--- src/rtl/wave_generator.sv ---
// -----------------------------------------------------------------------------
// wave_generator
//   Enable-gated periodic waveform source: sawtooth-up, sawtooth-down,
//   triangle and (optionally) square, between programmable bounds lo/hi with a
//   programmable step. Out of reset it runs the plain 0..2^N-1 triangle.
//
//   Optional feature macro: WAVE_GENERATOR_SQUARE_EN
//     defined     -> SQUARE mode plus its STEP_W-bit half-period counter
//     not defined -> no counter; mode 3 at load is taken as TRIANGLE
//
// Ports
//   clk   in   clock
//   rst   in   synchronous active-high reset
//   ena   in   advance one step when high, hold otherwise
//   load  in   latch mode/lo/hi/step and restart the waveform
//   mode  in   [1:0] 0 SAW_UP, 1 SAW_DOWN, 2 TRIANGLE, 3 SQUARE
//   lo    in   [N-1:0] lower bound (unsigned)
//   hi    in   [N-1:0] upper bound (unsigned)
//   step  in   [STEP_W-1:0] increment per enabled cycle (SQUARE: half-period)
//   out   out  [N-1:0] waveform sample (registered)
//   dir   out  0 rising/low phase, 1 falling/high phase (registered)
//   wrap  out  one-cycle pulse on the first sample of a new period (registered)
// -----------------------------------------------------------------------------
module wave_generator #(
   parameter int N      = 8,
   parameter int STEP_W = N
) (
   input  logic              clk,
   input  logic              rst,
   input  logic              ena,
   input  logic              load,
   input  logic [1:0]        mode,
   input  logic [N-1:0]      lo,
   input  logic [N-1:0]      hi,
   input  logic [STEP_W-1:0] step,
   output logic [N-1:0]      out,
   output logic              dir,
   output logic              wrap
);

   typedef enum logic [1:0] {
      SAW_UP   = 2'd0,
      SAW_DOWN = 2'd1,
      TRIANGLE = 2'd2,
      SQUARE   = 2'd3
   } mode_t;

   typedef enum logic {
      DIR_UP   = 1'b0,
      DIR_DOWN = 1'b1
   } dir_t;

   // One bit wider than the widest operand so bound + step never wraps.
   localparam int AW = ((STEP_W > N) ? STEP_W : N) + 1;

   mode_t             mode_q, load_mode;
   logic [N-1:0]      lo_q, hi_q, hi_eff;
   logic [STEP_W-1:0] step_q;
   logic [N-1:0]      out_q, out_d;
   dir_t              dir_q, dir_d;
   logic              wrap_q, wrap_d;
   logic              degenerate;

   logic [AW-1:0]     out_x, lo_x, hi_x, step_x, up_sum, lo_sum;

`ifdef WAVE_GENERATOR_SQUARE_EN
   logic [STEP_W-1:0] cnt_q, cnt_d;
`endif

   assign out_x  = AW'(out_q);
   assign lo_x   = AW'(lo_q);
   assign hi_x   = AW'(hi_q);
   assign step_x = AW'(step_q);
   assign up_sum = out_x + step_x;
   assign lo_sum = lo_x + step_x;

   // lo >= hi collapses the range to the single value lo.
   assign hi_eff     = (lo >= hi) ? lo : hi;
   assign degenerate = (lo_q == hi_q);

   always_comb begin
      load_mode = mode_t'(mode);
`ifndef WAVE_GENERATOR_SQUARE_EN
      if (load_mode == SQUARE) load_mode = TRIANGLE;
`endif
   end

   // Next sample for an enabled, non-load cycle.
   // NOTE: every output of a combinational block gets a default first so no
   // path leaves it unassigned, which would otherwise infer a latch.
   always_comb begin
      out_d  = out_q;
      dir_d  = dir_q;
      wrap_d = 1'b0;
`ifdef WAVE_GENERATOR_SQUARE_EN
      cnt_d  = cnt_q;
`endif
      if (ena && !degenerate) begin
         case (mode_q)
            SAW_UP: begin
               if (up_sum > hi_x) begin
                  out_d  = lo_q;
                  wrap_d = 1'b1;
               end else begin
                  out_d = N'(up_sum);
               end
            end
            SAW_DOWN: begin
               // out >= lo + step here, so the subtraction cannot underflow.
               if (out_x < lo_sum) begin
                  out_d  = hi_q;
                  wrap_d = 1'b1;
               end else begin
                  out_d = N'(out_x - step_x);
               end
            end
`ifdef WAVE_GENERATOR_SQUARE_EN
            SQUARE: begin
               if (cnt_q == (step_q - STEP_W'(1))) begin
                  cnt_d = '0;
                  if (out_q == hi_q) begin
                     out_d  = lo_q;
                     dir_d  = DIR_UP;
                     wrap_d = 1'b1;
                  end else begin
                     out_d = hi_q;
                     dir_d = DIR_DOWN;
                  end
               end else begin
                  cnt_d = cnt_q + STEP_W'(1);
               end
            end
`endif
            default: begin
               // Triangle: the last step clamps onto the bound, so each
               // extreme is shown for exactly one enabled cycle per period.
               if (dir_q == DIR_UP) begin
                  if (up_sum >= hi_x) begin
                     out_d = hi_q;
                     dir_d = DIR_DOWN;
                  end else begin
                     out_d = N'(up_sum);
                  end
               end else begin
                  if (out_x <= lo_sum) begin
                     out_d  = lo_q;
                     dir_d  = DIR_UP;
                     wrap_d = 1'b1;
                  end else begin
                     out_d = N'(out_x - step_x);
                  end
               end
            end
         endcase
      end
   end

   // NOTE: state is updated with non-blocking assignments so every register
   // samples the pre-edge values, independent of statement order.
   always_ff @(posedge clk) begin
      if (rst) begin
         mode_q <= TRIANGLE;
         lo_q   <= '0;
         hi_q   <= '1;
         step_q <= STEP_W'(1);
         out_q  <= '0;
         dir_q  <= DIR_UP;
         wrap_q <= 1'b0;
`ifdef WAVE_GENERATOR_SQUARE_EN
         cnt_q  <= '0;
`endif
      end else if (load) begin
         mode_q <= load_mode;
         lo_q   <= lo;
         hi_q   <= hi_eff;
         step_q <= (step == '0) ? STEP_W'(1) : step;
         out_q  <= (load_mode == SAW_DOWN) ? hi_eff : lo;
         dir_q  <= (load_mode == SAW_DOWN) ? DIR_DOWN : DIR_UP;
         wrap_q <= 1'b0;
`ifdef WAVE_GENERATOR_SQUARE_EN
         cnt_q  <= '0;
`endif
      end else begin
         out_q  <= out_d;
         dir_q  <= dir_d;
         wrap_q <= wrap_d;
`ifdef WAVE_GENERATOR_SQUARE_EN
         cnt_q  <= cnt_d;
`endif
      end
   end

   assign out  = out_q;
   assign dir  = dir_q;
   assign wrap = wrap_q;

endmodule

--- config.mk ---
export PLATFORM = sky130hd
export DESIGN_NAME = wave_generator
export DESIGN_NICKNAME = d
export VERILOG_FILES = /design/src/rtl/wave_generator.sv
export SDC_FILE = /design/constraint.sdc
export NUM_CORES = 1
export LEC_CHECK = 0
export BUFFER_PORTS_ARGS = -buffer_cell sky130_fd_sc_hd__clkbuf_2
export CAP_MARGIN = 15
export CORE_ASPECT_RATIO = 1.25
export CORE_MARGIN = 2
export CORE_UTILIZATION = 65
export CTS_CLUSTER_DIAMETER = 200
export DETAILED_ROUTE_END_ITERATION = 7
export HOLD_SLACK_MARGIN = 0.1
export PLACE_DENSITY = 0.83
export SETUP_SLACK_MARGIN = 0.15
export SYNTH_ARGS = -nofsm -noshare
export SYNTH_HDL_FRONTEND = slang
export SYNTH_SLANG_ARGS = --single-unit
--- constraint.sdc ---
create_clock -name clk -period 8.9 [get_ports clk]
set_input_delay 0 -clock clk [delete_from_list [all_inputs] [get_ports clk]]
set_output_delay 0 -clock clk [all_outputs]
set_load 0.1 [all_outputs]
# Word-level counts from Yosys, hierarchy flattened
# Cells that the tools add are included.
[word_totals]
regBits = 36
output_inout_bits = 10
[op_classes]
n_addsub = 3
n_lt_le_gt_ge = 5
n_eq_ne = 5
muxes = 24
n_bitwise = 1
n_reduce_logical = 8
[ops]
columns = ["cell", "n"]
rows = [
  ["two-way mux 8 bit", 10],
  ["adder 8 x 8 -> 9 bit", 2],
  ["one-hot mux 8 bit (2 select lines)", 1],
  ["two-way mux 1 bit", 11],
  [">= comparator 9 x 8 -> 1 bit", 1],
  ["> comparator 9 x 8 -> 1 bit", 1],
  ["<= comparator 8 x 9 -> 1 bit", 1],
  ["< comparator 8 x 9 -> 1 bit", 1],
  ["== test 8 bit", 1],
  [">= comparator 8 bit", 1],
  ["logical NOT 8 bit", 1],
  ["subtractor 8 bit", 1],
  ["== test 2 x 1 -> 1 bit (second input constant)", 2],
  ["OR reduction 3 bit", 1],
  ["== test 2 bit (second input constant)", 1],
  ["logical NOT 2 bit", 1],
  ["two-way mux 2 bit", 1],
  ["!= test 2 x 1 -> 1 bit (second input constant)", 1],
  ["one-hot mux 1 bit (2 select lines)", 1],
  ["AND reduction 2 bit", 1],
  ["nonzero test 2 bit", 1],
  ["OR reduction 2 bit", 1],
  ["logical AND 1 bit", 1],
  ["logical NOT 1 bit", 1],
  ["inverter 1 bit", 1],
]

# Logic depth before layout (Yosys ltp)
[depth]
depth_word = 7
ltp_mapped = 17

# Worst setup path after synthesis
# Ideal clock, no wire load.
[synth_timing]
path_kind = "flip-flop to flip-flop"
startpoint = "reg out_q[6], in the netlist out[6]"
endpoint = "reg out_q[0], in the netlist out[0]"
setup_ns = 0.127
arrival_time_ns = 4.084
setup_slack_ns = 4.689
path_stages_with_launch = 16
path_buffers = 2
path_cell_list = "dfxtp_1 ha_1 buf_2 or2_2 a2111o_1 o311ai_0 inv_1 ha_1 a21o_1 a21oi_1 nor4b_4 o21a_4 buf_8 o32ai_1 a2111oi_1 o31ai_1"
[synth_via]
elab_chain_len = 7
word_cells_on_any_way = 13
classes_between = "add/sub: 1; order compare: 4; mux: 8"
[synth_rtl]
columns = ["item", "line", "rtl"]
rows = [
  ["start: declaration", "59", "logic [N-1:0] out_q, out_d;"],
  ["start signal: assignment", "177", "out_q <= (load_mode == SAW_DOWN) ? hi_eff : lo;"],
  ["start signal: assignment", "184", "out_q <= out_d;"],
  ["adder 8 x 8 -> 9 bit", "74", "assign up_sum = out_x + step_x;"],
  [">= comparator 9 x 8 -> 1 bit", "138", "if (up_sum >= hi_x) begin"],
  ["two-way mux 8 bit", "138", ""],
  ["two-way mux 8 bit", "137", "if (dir_q == DIR_UP) begin"],
  ["one-hot mux 8 bit (2 select lines) (*)", "99", "case (mode_q)"],
  ["two-way mux 8 bit (*)", "98", "if (ena && !degenerate) begin"],
  ["two-way mux 8 bit (*)", "172", "end else if (load) begin"],
]
# Mark *: on every way between the ends. The rest lies on a longest branch, timed or not. The select of a mux whose other input is x is not followed.
# A chain may end at the register's enable or synchronous reset.

# Worst setup path in the final report
[layout_timing]
startpoint = "reg step_q[3]"
endpoint = "reg out_q[2], in the netlist out[2]"
[layout_via]
elab_chain_len = 7
word_cells_on_any_way = 14
classes_between = "add/sub: 2; order compare: 4; mux: 8"
[layout_rtl]
columns = ["item", "line", "rtl"]
rows = [
  ["start: declaration", "58", "logic [STEP_W-1:0] step_q;"],
  ["start signal: assignment", "176", "step_q <= (step == '0) ? STEP_W'(1) : step;"],
  ["adder 8 x 8 -> 9 bit (on tied branches)", "74, 75", ""],
  [">= comparator 9 x 8 -> 1 bit / <= comparator 8 x 9 -> 1 bit (equally long branches)", "138, 145", ""],
  ["two-way mux 8 bit (on tied branches)", "138, 145", ""],
  ["two-way mux 8 bit", "137", ""],
  ["one-hot mux 8 bit (2 select lines) (*)", "99", ""],
  ["two-way mux 8 bit (*)", "98", ""],
  ["two-way mux 8 bit (*)", "172", ""],
]
# Marked as above.

==> flow_metrics.py <==
metrics = {
    "status": {
        "status": "complete, no violations",
    },
    "power": {
        "p_comb_share_pct": 51.1,
        "pwr-share-seq_pct": 28.3,
        "clockPowerShare_pct": 20.6,
        "internal_power_w": 0.000407,
        "p_per_area_nw_per_um2": 164,
        "p_switching_w": 0.000305,
        "p_leak_nw": 1.97,
        "p_sw_share_pct": 42.9,
        "peakVddDrop_mv": 0.196,
    },
    "timing": {
        "max_freq_ghz": 0.242,
        "worstMarginPinSlew_ns": 0.831,
        "rsz0062_at_grt": "no",
        "final.setup.tns_ns": 0,
        "slew_violations": 0,
        "finalHoldViolations": 0,
        "period_minus_slack_ns": 4.14,
        "relSlewSlack_pct": 44.6,
        "fin_crit_sh_pct": 46.5,
        "setup_viol": 0,
        "hold_slack_ns": 0.125,
        "skew_ns": 0.00586,
    },
    "drt": {
        "wl_per_cell_um": 19.3,
        "drt_pass1_iterations": 5,
        "wirelength_um": 11200,
        "vias": 3761,
        "drc_errors": 0,
        "viasPerCell": 6.47,
        "ant_nets": 0,
        "first_iter_violations": 273,
    },
    "setup_path": {
        "critPathLaunchType": "register",
        "cp_slowest_stage_delay_ns": 0.65,
        "crit_slowest_cell": "o311ai_0",
        "crit_required_ns": 9.04,
        "critical_path_class": "register to register",
        "crit_fanout": 12,
        "crit_path_cell_trace": "inv_1, ha_1, and2b_4, a211oi_4, o311ai_0, inv_1, ha_1, a21o_1, a21oi_1, nor4b_4, o21a_4, mux2_2, a22oi_1, a311oi_1",
        "setup.worst_path.end_class": "register",
        "critPathArrivalTime_ns": 4.28,
    },
    "placed_design": {
        "place_area_um2": 4050,
        "gp_congestion": 1.01,
        "port_buffers": 39,
        "placed_cells": 556,
        "post-dp-hpwl_um": 8430,
    },
    "global_routing": {
        "grt_max_degree": 38,
        "grt_overflow": 0,
        "grt_pass1_vias": 3697,
        "grt_usage_pct": 35.2,
        "antenna_found_initial": 0,
        "grt_pass1_wl_um": 18200,
    },
    "logic_synthesis": {
        "synth.avg_cell_area_um2": 8.25,
        "synth.top_cell.area_share_pct": 18.4,
        "yosys_warnings": 0,
        "syn-cell-area_um2": 3920,
        "synth_area_leader_cell": "dfxtp_1",
        "synth.area.top_cells": "dfxtp_1 (18%), ha_1 (15%), nor2_1 (5.6%)",
        "synth-simple-area-share_pct": 18.4,
        "async_reset_ff_share_pct": 0,
        "synth_top_family_by_area": "compound AO/OA/AOI/OAI gates",
        "syn_inst": 475,
        "ys_types": 73,
        "synthMuxAreaShare_pct": 10.2,
        "yosysSeqAreaShare_pct": 18.4,
        "yosys.area_share.adder_pct": 16.5,
        "synth-xor-area-share_pct": 5.36,
        "ys_ff_latch": 36,
        "synthFlopType": "dfxtp_1",
        "synth-edff-count": 0,
        "syn_nets": 555,
        "synth_compound_area_share_pct": 23.7,
    },
    "clocking": {
        "clockBufferDepth": 2,
        "cts_max_level": 2,
        "cts_buffers": 5,
        "clockRootBuffer": "clkbuf_8",
        "cts_sinks": 36,
        "clk_pin_slew_worst_paths_ns": 0.08,
        "clock_latency_ns": 0.30,
        "cts_tree": "done",
    },
    "cells_and_area": {
        "finalInstanceArea_um2": 4330,
        "register_area_um2": 721,
        "drive_above_1_share_pct": 15.9,
        "antennaDiodeCount": 0,
        "final_core_util_pct": 74.5,
        "final_nets": 594,
        "multi_input_area_um2": 2910,
        "syn2layout_area_growth_pct": 10.5,
        "fill_cells": 411,
        "instances_no_fill": 581,
    },
    "min_path": {
        "hp-class": "input port to register",
    },
    "die": {
        "start_util_pct": 67.4,
        "die_x_um": 73.5,
        "die_area_um2": 6670,
        "coreArea_um2": 5820,
        "io_pins": 40,
        "rows": 31,
        "fp.dieH_um": 90.8,
    },
    "run": {
        "drv_cap": 0,
    },
}
[stage by stage]
step / total power (W) / setup WS (ns)
after floorplan: 0.000487 / 4.69
after global placement: 0.000546 / 4.81
after detailed placement: 0.000553 / 4.79
after CTS: 0.000705 / 4.75
after global routing: 0.000751 / 4.50
final: 0.000712 / 4.76
[layout by cell type (no fill, tap or decap), drive strengths merged, types with 5 or more instances in the layout]
cell type,instances
ha,47
o21ai,15
a211o,10
clkbuf,45
nor4,5
dfxtp,36
nand2,21
nor3,11
dlygate4sd3,17
nand2b,6
mux2i,21
mux2,17
nor2,59
a31oi,5
nor2b,6
o211ai,8
xnor2,12
a21oi,26
xor2,12
inv,38
a211oi,13
nand3,10
[worst max-delay path: cells and delay by family, from the launching register on]
| family | cells | cell delay (ns) |
|---|---|---|
| AO/OA/AOI/OAI | 7 | 1.67 |
| adder cells (fa/ha/maj) | 2 | 0.80 |
| AND/OR/NAND/NOR | 2 | 0.57 |
| flip-flops | 1 | 0.42 |
| multiplexers | 1 | 0.35 |
| buffers and inverters | 2 | 0.16 |
[cell usage after synthesis (3+ instances only)]
master / instances
o21ai_0: 10
a21o_1: 3
clkbuf_1: 11
nand2b_1: 5
buf_2: 4
nand3_1: 10
a311oi_1: 4
xnor2_1: 12
nand2_1: 21
nor3_1: 10
nor4_1: 5
or2_2: 3
nor2b_1: 6
dfxtp_1: 36
a22oi_1: 4
mux2i_1: 21
o21bai_1: 4
inv_1: 38
and2_1: 3
o21ai_1: 3
nor3b_1: 3
o211ai_1: 8
fa_1: 3
o21a_1: 3
o31a_1: 3
a211oi_1: 10
a21oi_1: 26
xor2_1: 12
buf_6: 4
ha_1: 47
a211o_1: 10
a31oi_1: 5
mux2_2: 17
nor2_1: 58
[power by group through the flow]
stage                     logic (W)  clock network (W)  registers [W]
final                      0.000364           0.000147       0.000201
after global routing       0.000396           0.000153       0.000202
after CTS                  0.000358           0.000147       0.000200
after detailed placement   0.000349                  0       0.000203
after global placement     0.000343                  0       0.000203
after floorplan            0.000260                  0       0.000227
[kinds of logic (layout without fill, tap and decap cells)]
logic type	count (synthesis)	in the layout
AOI/OAI and AO/OA	124	124
xor gates and xnor gates	24	24
adders and majority gates	50	50
buffers and inverters	62	102
DFF	36	36
muxes	38	38
and+or+nand+nor	141	141
[registers in the layout, summed over array words and instances, names as in the netlist]
signal and cells:
mode_q 2, wrap 1, step_q 8, lo_q 8
out 8, dir 1, hi_q 8
[layer usage]
metal,part of all wire [%],GRT usage (%),wire [um]
met1,40,42.4,4470
met2,48,58.0,5340
met3,7.0,5.69,783
met4,5.7,19.1,635
met5,0,0,0
[area by class of cell]
class | instances | area share (%)
clock buffer | 6 | 1.68
multi-input combinational | 377 | 67.2
inverter | 38 | 3.29
timing repair buffer | 56 | 8.43
sequential | 36 | 16.6
clock inverter | 2 | 0.809
tap | 66 | 1.91
[path summary, 6_finish.rpt]
| check | start | end | slack [ns] | cells past startpoint |
|---|---|---|---|---|
| min | hi[0] | hi_q[0]$_SDFFE_PP1P_ | 0.12 | 4 |
| min reg2reg | hi_q[7]$_SDFFE_PP1P_ | hi_q[7]$_SDFFE_PP1P_ | 0.55 | 1 |
| max | step_q[3]$_SDFFE_PP0P_ | out[2]$_SDFFE_PP0P_ | 4.76 | 14 |
| max reg2reg | step_q[3]$_SDFFE_PP0P_ | out[2]$_SDFFE_PP0P_ | 4.76 | 14 |
[repair_timing]
item / 4_1_cts / 5_1_grt
buffers inserted: 0 / 0
hold buffers: 17 / 0
resized for setup: 0 / 0
endpoints found under the hold margin: 17 / 0
(Power assumes the default switching activity.)
